File: src/rtl/pc_fetch_unit.sv
// Program counter and fetch sequencer feeding a word-addressed instruction memory.
// Optional performance counters are built when the FETCH_PERF_EN macro is defined.
module pc_fetch_unit #(
    parameter int unsigned       ADDR_W     = 8,
    parameter logic [ADDR_W-1:0] RESET_PC   = '0,
    parameter int unsigned       HALT_ZEROS = 2,
    parameter int unsigned       CNT_W      = 16
) (
    input  logic              clk,
    input  logic              reset,
    input  logic              stall,
    input  logic              branch_taken,
    input  logic [15:0]       branch_offset,
    input  logic              jump,
    input  logic [25:0]       jump_index,
    input  logic              halt_req,
    input  logic [31:0]       instruction,
    output logic [ADDR_W-1:0] pc,
    output logic [ADDR_W-1:0] pc_plus4,
    output logic              instr_valid,
    output logic              halted
`ifdef FETCH_PERF_EN
    ,
    output logic [CNT_W-1:0]  fetch_count,
    output logic [CNT_W-1:0]  redirect_count
`endif
);

    localparam int unsigned       ZR_W    = $clog2(HALT_ZEROS + 1);
    localparam logic [ZR_W-1:0]   ZR_LAST = ZR_W'(HALT_ZEROS - 1);

    typedef enum logic [1:0] {
        StInit,
        StRun,
        StHalt
    } state_e;

    state_e            state_q, state_d;
    logic [ADDR_W-1:0] pc_q, pc_d;
    logic [ZR_W-1:0]   zero_run_q, zero_run_d;

    logic                 fetch_valid;
    logic                 zero_instr;
    logic                 zero_halt;
    logic                 redirect;
    logic [ADDR_W+17:0]   branch_off_ext;
    logic [ADDR_W-1:0]    branch_target;
    logic [ADDR_W-1:0]    jump_target;

    assign pc_plus4    = pc_q + ADDR_W'(4);
    assign pc          = pc_q;
    assign fetch_valid = (state_q == StRun) && !stall;
    assign instr_valid = fetch_valid;
    assign halted      = (state_q == StHalt);
    assign zero_instr  = (instruction == 32'h0);
    // The fetch that completes the zero run halts in place instead of advancing.
    assign zero_halt   = fetch_valid && !halt_req && zero_instr && (zero_run_q == ZR_LAST);

    // Word offset sign-extended and scaled to bytes; only the low ADDR_W bits matter.
    assign branch_off_ext = {{ADDR_W{branch_offset[15]}}, branch_offset, 2'b00};
    assign branch_target  = pc_plus4 + branch_off_ext[ADDR_W-1:0];
    assign jump_target    = {jump_index[ADDR_W-3:0], 2'b00};

    assign redirect = fetch_valid && !halt_req && !zero_halt && (jump || branch_taken);

    always_comb begin
        state_d    = state_q;
        pc_d       = pc_q;
        zero_run_d = zero_run_q;
        unique case (state_q)
            StInit: begin
                state_d = StRun;
            end
            StRun: begin
                if (halt_req) begin
                    state_d = StHalt;
                end else if (!stall) begin
                    if (zero_halt) begin
                        state_d    = StHalt;
                        zero_run_d = zero_run_q + ZR_W'(1);
                    end else begin
                        zero_run_d = zero_instr ? zero_run_q + ZR_W'(1) : '0;
                        if (jump) begin
                            pc_d = jump_target;
                        end else if (branch_taken) begin
                            pc_d = branch_target;
                        end else begin
                            pc_d = pc_plus4;
                        end
                    end
                end
            end
            StHalt: begin
                state_d = StHalt;
            end
            default: begin
                state_d = StInit;
            end
        endcase
    end

    always_ff @(posedge clk or posedge reset) begin
        if (reset) begin
            state_q    <= StInit;
            pc_q       <= RESET_PC;
            zero_run_q <= '0;
        end else begin
            state_q    <= state_d;
            pc_q       <= pc_d;
            zero_run_q <= zero_run_d;
        end
    end

`ifdef FETCH_PERF_EN
    logic [CNT_W-1:0] fetch_count_q, fetch_count_d;
    logic [CNT_W-1:0] redirect_count_q, redirect_count_d;

    // Both counters stick at all-ones rather than wrapping.
    always_comb begin
        fetch_count_d    = fetch_count_q;
        redirect_count_d = redirect_count_q;
        if (fetch_valid && (fetch_count_q != '1)) begin
            fetch_count_d = fetch_count_q + CNT_W'(1);
        end
        if (redirect && (redirect_count_q != '1)) begin
            redirect_count_d = redirect_count_q + CNT_W'(1);
        end
    end

    always_ff @(posedge clk or posedge reset) begin
        if (reset) begin
            fetch_count_q    <= '0;
            redirect_count_q <= '0;
        end else begin
            fetch_count_q    <= fetch_count_d;
            redirect_count_q <= redirect_count_d;
        end
    end

    assign fetch_count    = fetch_count_q;
    assign redirect_count = redirect_count_q;
`else
    logic             unused_redirect;
    logic [CNT_W-1:0] unused_cnt;
    assign unused_redirect = redirect;
    assign unused_cnt      = '0;
`endif

    logic unused_bits;
    assign unused_bits = ^{jump_index[25:ADDR_W-2], branch_off_ext[ADDR_W+17:ADDR_W]};

endmodule
File: config.mk
export PLATFORM = sky130hd
export DESIGN_NAME = pc_fetch_unit
export DESIGN_NICKNAME = d
export VERILOG_FILES = /design/src/rtl/pc_fetch_unit.sv
export SDC_FILE = /design/constraint.sdc
export NUM_CORES = 1
export LEC_CHECK = 0
export BUFFER_PORTS_ARGS = -buffer_cell sky130_fd_sc_hd__buf_2
export CAP_MARGIN = 20
export CORE_ASPECT_RATIO = 0.7
export CORE_MARGIN = 2
export CORE_UTILIZATION = 34
export CTS_BUF_LIST = sky130_fd_sc_hd__clkbuf_8
export DETAILED_ROUTE_END_ITERATION = 8
export PLACE_DENSITY = 0.79
export REMOVE_ABC_BUFFERS = 1
export SYNTH_ARGS = -nofsm -noshare
export SYNTH_HDL_FRONTEND = slang
export SYNTH_SLANG_ARGS = --single-unit
export TNS_END_PERCENT = 30
File: constraint.sdc
create_clock -name clk -period 2 [get_ports clk]
set_input_delay 0.3 -clock clk [delete_from_list [all_inputs] [get_ports clk]]
set_output_delay 0.3 -clock clk [all_outputs]
set_load 0.02 [all_outputs]
==> results of run 1 <==
how the worst min path moves through the flow:
stage / end / start / cells after the start
after floorplan: pc[2]$_DFFE_PP0P_ / reset / 1
after global placement: state_q[1]$_DFFE_PP0P_ / reset / 2
after detailed placement: state_q[0]$_DFFE_PP0P_ / reset / 2
after CTS: pc[4]$_DFFE_PP0P_ / reset / 2
after global routing: pc[4]$_DFFE_PP0P_ / reset / 2
final: pc[4]$_DFFE_PP0P_ / reset / 2
cell families (layout without fill, tap and decap cells):
kind of cell	after synthesis	after routing	share of synthesized area
simple gates	38	38	0.2267
fa+ha+maj	12	12	0.1569
compound gates	28	28	0.1856
xor+xnor	5	5	0.04358
flops	10	10	0.2491
mux	5	5	0.05230
buf+inv	17	96	0.08220
other cells	1	4	0.003732
sequential cells by signal, summed over array words and instances, names as in the netlist:
| signal | cells |
|---|---|
| pc | 6 |
| state_q | 2 |
| zero_run_q | 2 |
placed cells by master, fill, tap and decap left out, types with 5 or more instances in the layout:
master | synthesis | routed
a211oi_1 | 5 | 5
dfrtp_1 | 10 | 10
a21oi_1 | 6 | 5
buf_2 | 0 | 63
inv_1 | 10 | 10
nand2_1 | 8 | 8
ha_1 | 11 | 7
o21ai_0 | 8 | 7
nor4_1 | 8 | 8
buf_4 | 5 | 19
synthesized netlist by cell type, types with 2 or more instances:
master / n / share of area
a21oi_1: 6 / 0.030
ha_1: 11 / 0.14
nand2_1: 8 / 0.030
nor3_1: 2 / 0.010
xnor2_1: 4 / 0.035
nand3_1: 2 / 0.010
nor4_1: 8 / 0.050
nand4_1: 4 / 0.025
clkbuf_1: 2 / 0.0075
a211oi_1: 5 / 0.037
buf_4: 5 / 0.037
o21ai_0: 8 / 0.040
mux2i_1: 3 / 0.030
nor2b_1: 4 / 0.025
nor2_1: 2 / 0.0075
a21o_1: 2 / 0.015
inv_1: 10 / 0.037
nor4bb_1: 2 / 0.020
dfrtp_1: 10 / 0.25
mux2_1: 2 / 0.022
per-layer routing:
metal,track usage,part of all wire,vias up
met5,0,0,-
met4,0.06536,0.0027,0
met3,0.03653,0.070,2
met2,0.3109,0.47,51
met1,0.2266,0.45,518
li1,-,-,586
worst max-delay path, stage by stage (launching register included):
cell and delay, ps:
dfrtp_1 420, ha_4 200, xor2_2 170, ha_4 280, o21ai_1 80, or4_1 490
nand4_1 130, mux2i_1 190, a21oi_1 80
timing repair:
item,4_1_cts,5_1_grt
setup endpoints to repair,6,6
pin swaps,4,2
resized for setup,12,2
final cells by class:
cell class,count,area (µm²)
repair buffers,82,457.9
well taps,36,45.04
fillers,250,1190
flip-flops and latches,10,250.2
clock buffers,4,55.05
inverters,10,37.54
multi-input cells,92,767.0
metrics by stage:
| stage | utilization | TNS [ps] | hold WS (ps) | cell area (µm²) |
|---|---|---|---|---|
| after floorplan | - | -1317 | 140.2 | 970.9 |
| after global placement | 0.5259 | -650.2 | 292.0 | 1474 |
| after detailed placement | 0.5259 | -950.4 | 313.8 | 1474 |
| after CTS | 0.5701 | -335.3 | 53.19 | 1598 |
| after global routing | 0.5754 | -1084 | 72.36 | 1613 |
| final | 0.5754 | -412.7 | 29.33 | 1613 |
where the power goes:
group	internal [µW]	switching (µW)	total, µW
Sequential	288	88.6	376
Clock	174	88.7	263
Combinational	720	737	1460
Total	1180	915	2100
==> metrics, run 1 <==
final routed DRC violation total 0; area of the core 2803 µm²; CTS Buffer Depth 2; critical path type register to register; Peak supply drop 0.7272 mV; worst-margin pin slew 586.7 ps; GRT Total Usage 0.1831; Rows 16; MaxCap Viol Count 0; Final Cycle Share 1.079; asr flop ratio synth 1.000; DIE AREA 3413 µm²; crit path to pc[7]$_DFFE_PP0P_; H-tree Lvls 1; Vias 1157; Hold Path Class input port to async pin; fin cells 234; Initial Utilization 0.3585; Setup Fix Bufs, Post-CTS 0; crit path DAT 2280 ps; hold_buf cts 0; clk slew on worst S/H paths 50 ps; GRT overflow 0; synth warn 0; gpl congestion 0.7629; power per cell area 1300 nW/µm²; global-route wire length before repair 4629 µm; Root Buffer clkbuf_8; required time of the critical path 2130 ps; post-synthesis sequential area ratio 0.2491; max_slew headroom 0.6065; Crit Path Max Fanout 3; clock sink count 10; prevailing post-synth register cell dfrtp_1; fin crit period 2158 ps; initial DRC count 40; Nets 291; Port Buffers 63; layout cells sized above 1 0.5051; fmax 463.4 MHz; post-synth cell types 36; FF-to-FF path depth 8; status finished with violations; CTS tree done; r2r setup slk -160 ps; final antenna-violating net count 0; Post-Synthesis Cell Area 1005 µm²; Crit. Startpoint pc[2]$_DFFE_PP0P_; post-DR wirelength/cell 12.59 µm; CP startpoint kind register; Area growth, synth to finish 60.52%; synthesized area per cell 8.661 µm²; RSZ-0062 raised after global routing true; initial antenna violation count 0; Worst-Skew Late Latency 240 ps; setup slack after layout -157.7 ps; Final Power 2097 µW; Mapped Cells 116; final setup fails 6; LEAKAGE 0.0008083 µW; Inst Count DP 230; CTS Buf Count 3; Final Skew 3.206 ps; DR vias/cell 4.944; Post-synth EDFFs 0; die width 68.97 µm; Reg-to-Reg End pc[7]$_DFFE_PP0P_; I/O pin total 98; DR pass1 iterations 4; die height 49.48 µm; violated checks negative setup slack; via count of the first global-routing pass 1053; Routed WL 2945 µm; largest net degree at the start of global routing 14; critical path capture point type register; reg2reg start pc[2]$_DFFE_PP0P_; diode count 0; pins over their slew limit 0; dpl ws -300.8 ps; Final Hold Violating Endpoints 0; Seq cells post-synth 10; DP HPWL 2411 µm
No activity file was read; power rests on OpenSTA's default activity.
==> run 2: changes to the inputs <==
==> constraint.sdc (replaced) <==
create_clock -name clk -period 2 [get_ports clk]
set_input_delay 0.2 -clock clk [delete_from_list [all_inputs] [get_ports clk]]
set_output_delay 0.2 -clock clk [all_outputs]
set_load 0.02 [all_outputs]
==> run 2 against run 1 <==
Effect of this change: the flow still finishes with violations (negative setup slack); clock power shrank 20%; worst hold slack gained 230 ps; design area grew 5.6%; final cell count grew 0.85%; routed wire length grew 13%; critical endpoint unchanged; largest cell class unchanged; largest power group unchanged; highest routed layer unchanged.
==> metrics, run 2 (same netlist as run 1, synthesis figures left out) <==
power per cell area 1342 nW/µm² (+3.3%); initial DRC count 30 (-25%); LEAKAGE 0.0008271 µW (+2.3%); max_slew headroom 0.6098 (+0.003304); Hold Path Class input port to register; gpl congestion 0.8208 (+7.6%); clock sink count 10 (unchanged); pins over their slew limit 0 (unchanged); largest net degree at the start of global routing 14 (unchanged); CP Cell Sequence ha_4 > ha_1 > a211oi_2 > or4_1 > nand4_1 > mux2i_1 > a21oi_1; Root Buffer clkbuf_8; post-DR wirelength/cell 14.06 µm (+12%); CTS tree done; via count of the first global-routing pass 1109 (+5.3%); Seq pwr share 0.176 (-0.004); setup slack after layout -143.4 ps (+14.36 ps); Inst Count DP 228 (-0.87%); I/O pin total 98 (unchanged); Vias 1172 (+1.3%); met2 GRT Util 0.3141 (+0.003205); GRT Total Usage 0.1836 (+0.0004695); initial antenna violation count 0 (unchanged); die width 68.97 µm (unchanged); DP HPWL 2377 µm (-1.4%); DIE AREA 3413 µm² (unchanged); leading cell types in the layout, fill and taps excluded buf_2, buf_4, inv_1, nor4_1, nand2_1; critical path type register to register; Final Hold Violating Endpoints 0 (unchanged); met3 usage 0.05023 (+0.01370); Routed WL 3319 µm (+13%); CP max stage cell or4_1; most common cell after layout, fill and taps aside buf_2; DR pass1 iterations 4 (unchanged); Largest register FFs 6 (unchanged); clock power share 0.092 (-0.033); fin crit period 2143 ps (-14.36 ps); Area growth, synth to finish 69.49%; CP startpoint kind register; required time of the critical path 2120 ps (about the same); final antenna-violating net count 0 (unchanged); Buf/Inv on CP 0 (unchanged); status finished with violations; CTS Buffer Depth 2 (unchanged); fmax 466.6 MHz (+0.67%); die height 49.48 µm (unchanged); fin cells 236 (+0.85%); final setup fails 4 (-2); Crit Path Max Fanout 3 (unchanged); diode count 0 (unchanged); P_int 1269 µW (+7.3%); Worst-Skew Late Latency 240 ps (about the same); Peak supply drop 0.7389 mV (+1.6%); critical path capture point type register; CTS Buf Count 3 (unchanged); Nets 294 (+1.0%); Rows 16 (unchanged); violated checks negative setup slack; H-tree Lvls 1 (unchanged); area of the core 2803 µm² (unchanged); Top Usage Layer GRT met2; RSZ-0062 raised after global routing true; GRT overflow 0 (unchanged); Psw 1017 µW (+11%); global-route wire length before repair 4726 µm (+2.1%); Top delay family on crit path simple AND/OR/NAND/NOR gates; met1 Use GR 0.2280 (+0.001416); Final Skew 3.663 ps (+0.4574 ps); final routed DRC violation total 0 (unchanged); DR vias/cell 4.966 (+0.44%); Largest stage delay, worst path 520 ps (+30 ps); layout cells sized above 1 0.5600 (+0.05495); Comb pwr share 0.732 (+0.037); clk slew on worst S/H paths 50 ps (about the same); switch share 0.4451 (+0.008858); hold slack 257.4 ps (+228.0 ps); crit path DAT 2260 ps (-20 ps); Initial Utilization 0.3585 (unchanged); Final Cycle Share 1.072 (-0.007180); Port Buffers 63 (unchanged); worst-margin pin slew 585.2 ps (-1.428 ps); MaxCap Viol Count 0 (unchanged)
## run 2: cell count changes in the layout (fill, tap and decap cells not counted), moves of 2 or more
cell | before | now
dfrtp_1 | 10 | 7
a211oi_2 | 1 | 3
dfrtp_2 | 0 | 3
a211oi_1 | 5 | 3
## run 2: power by group through the flow
| stage | Sequential, µW | Combinational [µW] | Clock (µW) |
|---|---|---|---|
| floorplan | 430 | 706 | 0 |
| finish | 403 | 1670 | 211 |
| global route | 418 | 1830 | 231 |
| global placement | 354 | 1310 | 0 |
| detailed placement | 361 | 1340 | 0 |
| CTS | 373 | 1460 | 212 |
## run 2: cell type report
| type | instances | area (µm²) |
|---|---|---|
| sequential | 10 | 254.0 |
| multi-input combinational | 92 | 838.3 |
| fill | 246 | 1100 |
| timing repair buffer | 85 | 486.7 |
| tap | 36 | 45.04 |
| clock buffer | 3 | 41.29 |
| inverter | 10 | 37.54 |
## run 2: worst paths after layout
path / startpoint / to / slack, ps / cells after the start
max in group asynchronous: reset / pc[4]$_DFFE_PP0P_ / 1190 / 3
max reg2reg: pc[2]$_DFFE_PP0P_ / pc[7]$_DFFE_PP0P_ / -140 / 7
min reg2reg: zero_run_q[0]$_DFFE_PP0P_ / zero_run_q[0]$_DFFE_PP0P_ / 520 / 1
min in group asynchronous: reset / pc[5]$_DFFE_PP0P_ / 500 / 3
min: jump_index[3] / pc[5]$_DFFE_PP0P_ / 260 / 3
max: pc[2]$_DFFE_PP0P_ / pc[7]$_DFFE_PP0P_ / -140 / 7
## run 2: metrics by stage
step / cell area [µm²] / total power (µW) / worst slack (ps) / TNS [ps] / util
after detailed placement: 1459 / 1698 / -253.9 / -899.3 / 0.5205
after global routing: 1703 / 2478 / -197.6 / -716.1 / 0.6076
final: 1703 / 2286 / -143.4 / -301.4 / 0.6076
after global placement: 1459 / 1668 / -172.5 / -528.3 / 0.5205
after CTS: 1583 / 2049 / -171.1 / -392.3 / 0.5647
after floorplan: 970.9 / 1136 / -509.6 / -1317 / -
## run 2: worst register-to-register path: cells and delay by family (launching register included)
family / cells / cell delay (ps)
and+or+nand+nor: 2 / 640
adders and majority gates: 2 / 580
DFF: 1 / 430
muxes: 1 / 190
AOI/OAI and AO/OA: 2 / 180
## run 2: routing by layer
layer | vias up | share of wire
li1 | 589 | -
met1 | 535 | 0.38
met2 | 44 | 0.54
met3 | 4 | 0.079
met4 | 0 | 0.0075
met5 | - | 0
## run 2: repair_timing
| item | in CTS | in global routing |
|---|---|---|
| setup buffers | 2 | 2 |
| hold buffers | 1 | 0 |
| setup endpoints to repair | 6 | 7 |
| pin swaps | 10 | 7 |
| resized for setup | 11 | 19 |
| endpoints found under the hold margin | 10 | 0 |
==> run 3: changes to the inputs <==
--- a/config.mk
+++ b/config.mk
@@ -7,7 +7,6 @@
 export LEC_CHECK = 0
 export BUFFER_PORTS_ARGS = -buffer_cell sky130_fd_sc_hd__buf_2
 export CAP_MARGIN = 20
-export CORE_ASPECT_RATIO = 0.7
 export CORE_MARGIN = 2
 export CORE_UTILIZATION = 34
 export CTS_BUF_LIST = sky130_fd_sc_hd__clkbuf_8
==> run 3 against run 2 <==
Effect of this change: the flow still finishes with violations (negative setup slack); combinational power fell by 5%; clock skew rose by 4.4 ps; power fell by 1.9%; via count rose by 2.3%; die area fell by 0.20%; utilization fell by 0.75 points; critical endpoint unchanged; highest routed layer unchanged.
==> metrics, run 3 (same netlist as run 1, synthesis figures left out) <==
H-tree Lvls 1 (unchanged); Initial Utilization 0.3612 (+0.002741); final antenna-violating net count 0 (unchanged); DP HPWL 2238 µm (-5.8%); clock sink count 10 (unchanged); Final Power 2242 µW (-1.9%); CP max stage cell or4_1; Final Skew 8.067 ps (+4.403 ps); CTS Buffer Depth 2 (unchanged); I/O pin total 98 (unchanged); most common cell after layout, fill and taps aside buf_2; DR vias/cell 5.168 (+4.1%); largest net degree at the start of global routing 14 (unchanged); CTS Buf Count 3 (unchanged); clk slew on worst S/H paths 50 ps (about the same); Inst Count DP 223 (-2.2%); final routed DRC violation total 0 (unchanged); fmax 456.1 MHz (-2.2%); DIE AREA 3406 µm² (-0.20%); M1 WL 1181 µm (-5.4%); routed wl met3 259 µm (-0.77%); Routed WL 3023 µm (-8.9%); die height 58.36 µm (+18%); area of the core 2781 µm² (-0.76%); via count of the first global-routing pass 1114 (+0.45%); post-DR wirelength/cell 13.03 µm (-7.3%); crit path DAT 2320 ps (+60 ps); MaxCap Viol Count 0 (unchanged); RSZ-0062 raised after global routing true; status finished with violations; CP Cell Sequence ha_4 > xor2_2 > ha_1 > o21ai_2 > or4_1 > nand4_1 > mux2i_1 > a21oi_1; CTS tree done; Largest stage delay, worst path 470 ps (-50 ps); initial antenna violation count 0 (unchanged); Buf/Inv on CP 0 (unchanged); Top Metal Used met4; Final Hold Violating Endpoints 0 (unchanged); fin crit period 2193 ps (+49.27 ps); Area growth, synth to finish 66.13%; pins over their slew limit 0 (unchanged); CP startpoint kind register; Largest register FFs 6 (unchanged); critical path type register to register; final setup fails 4 (unchanged); global-route wire length before repair 4616 µm (-2.3%); FF/Latch Area 251.5 µm² (-0.99%); Met2 Wirelength 1520 µm (-15%); Crit Path Max Fanout 3 (unchanged); Vias 1199 (+2.3%); leading cell types in the layout, fill and taps excluded buf_2, buf_4, inv_1, dfrtp_1; violated checks negative setup slack; initial DRC count 67 (+120%); worst-margin pin slew 520.0 ps (-65.25 ps); hold slack 252.0 ps (-5.317 ps); power per cell area 1343 nW/µm² (about the same); critical path capture point type register; setup slack after layout -192.6 ps (-49.27 ps); Rows 19 (+3); Final Cycle Share 1.096 (+0.02463); die width 58.36 µm (-15%); Root Buffer clkbuf_8; Nets 294 (unchanged); post-layout util 0.6001 (-0.007499); required time of the critical path 2120 ps (about the same); GRT overflow 0 (unchanged); max_slew headroom 0.6533 (+0.04350); Top delay family on crit path simple AND/OR/NAND/NOR gates; reg2reg start pc[3]$_DFFE_PP0P_; fin cells 232 (-1.7%); Hold Path Class input port to register; gpl congestion 0.9129 (+11%); filler cell count 260 (+5.7%); LEAKAGE 0.0008425 µW (+1.9%); area occupied by multi-input gates 795.8 µm² (-5.1%); Peak supply drop 0.9561 mV (+29%); Crit. Startpoint pc[3]$_DFFE_PP0P_; layout cells sized above 1 0.5323 (-0.02766); hold_sp jump_index[0]; DR pass1 iterations 4 (unchanged); diode count 0 (unchanged); Worst-Skew Late Latency 240 ps (about the same); GRT Total Usage 0.1794 (-0.004140); Port Buffers 63 (unchanged)
[run 3: cell type report]
| cell class | instances | share of cell area |
|---|---|---|
| Clock buffer | 4 | 0.03298 |
| Inverter | 10 | 0.02249 |
| Multi-Input combinational cell | 92 | 0.4768 |
| Sequential cell | 10 | 0.1507 |
| Tap cell | 31 | 0.02324 |
| Timing Repair Buffer | 85 | 0.2939 |
[run 3: power by group]
part           switching, µW  total [µW]  leakage [µW]  internal, µW
clock network           84.2         258     0.0000288           173
registers                101         391      0.000124           290
logic                    793        1590      0.000690           800
[run 3: path summary, 6_finish.rpt]
path	endpoint	slack [ps]	cells past startpoint
worst max-delay path	pc[7]$_DFFE_PP0P_	-190	8
worst min-delay path	pc[2]$_DFFE_PP0P_	250	3
worst max register to register	pc[7]$_DFFE_PP0P_	-190	8
worst min register to register	zero_run_q[0]$_DFFE_PP0P_	500	1
max in group asynchronous	pc[4]$_DFFE_PP0P_	1220	3
min in group asynchronous	zero_run_q[1]$_DFFE_PP0P_	470	3
[run 3: timing repair]
item                                   4_1_cts  5_1_grt
endpoints found under the hold margin       10        0
setup endpoints to repair                    5        7
resized for setup                           10       13
buffers inserted                             3        1
hold buffers                                 1        0
pin swaps                                    5        7
[run 3: worst min-delay path: stages]
cell	delay [ps]
buf_2	80
nor3b_1	40
a211oi_2	120
[run 3: per-layer routing]
layer / up-vias / track usage
li1: 594 / -
met1: 535 / 0.2121
met2: 63 / 0.3098
met3: 7 / 0.03077
met4: 0 / 0.09302
met5: - / 0
[run 3: metrics by stage]
| stage | instance area (µm²) | TNS [ps] | worst slack, ps |
|---|---|---|---|
| 2_1_floorplan | 970.9 | -1317 | -509.6 |
| 3_3_place_gp | 1453 | -377.7 | -210.4 |
| 3_5_place_dp | 1453 | -491.0 | -229.2 |
| 4_1_cts | 1593 | -427.5 | -155.1 |
| 5_1_grt | 1669 | -1015 | -292.9 |
| 6_report | 1669 | -577.6 | -192.6 |
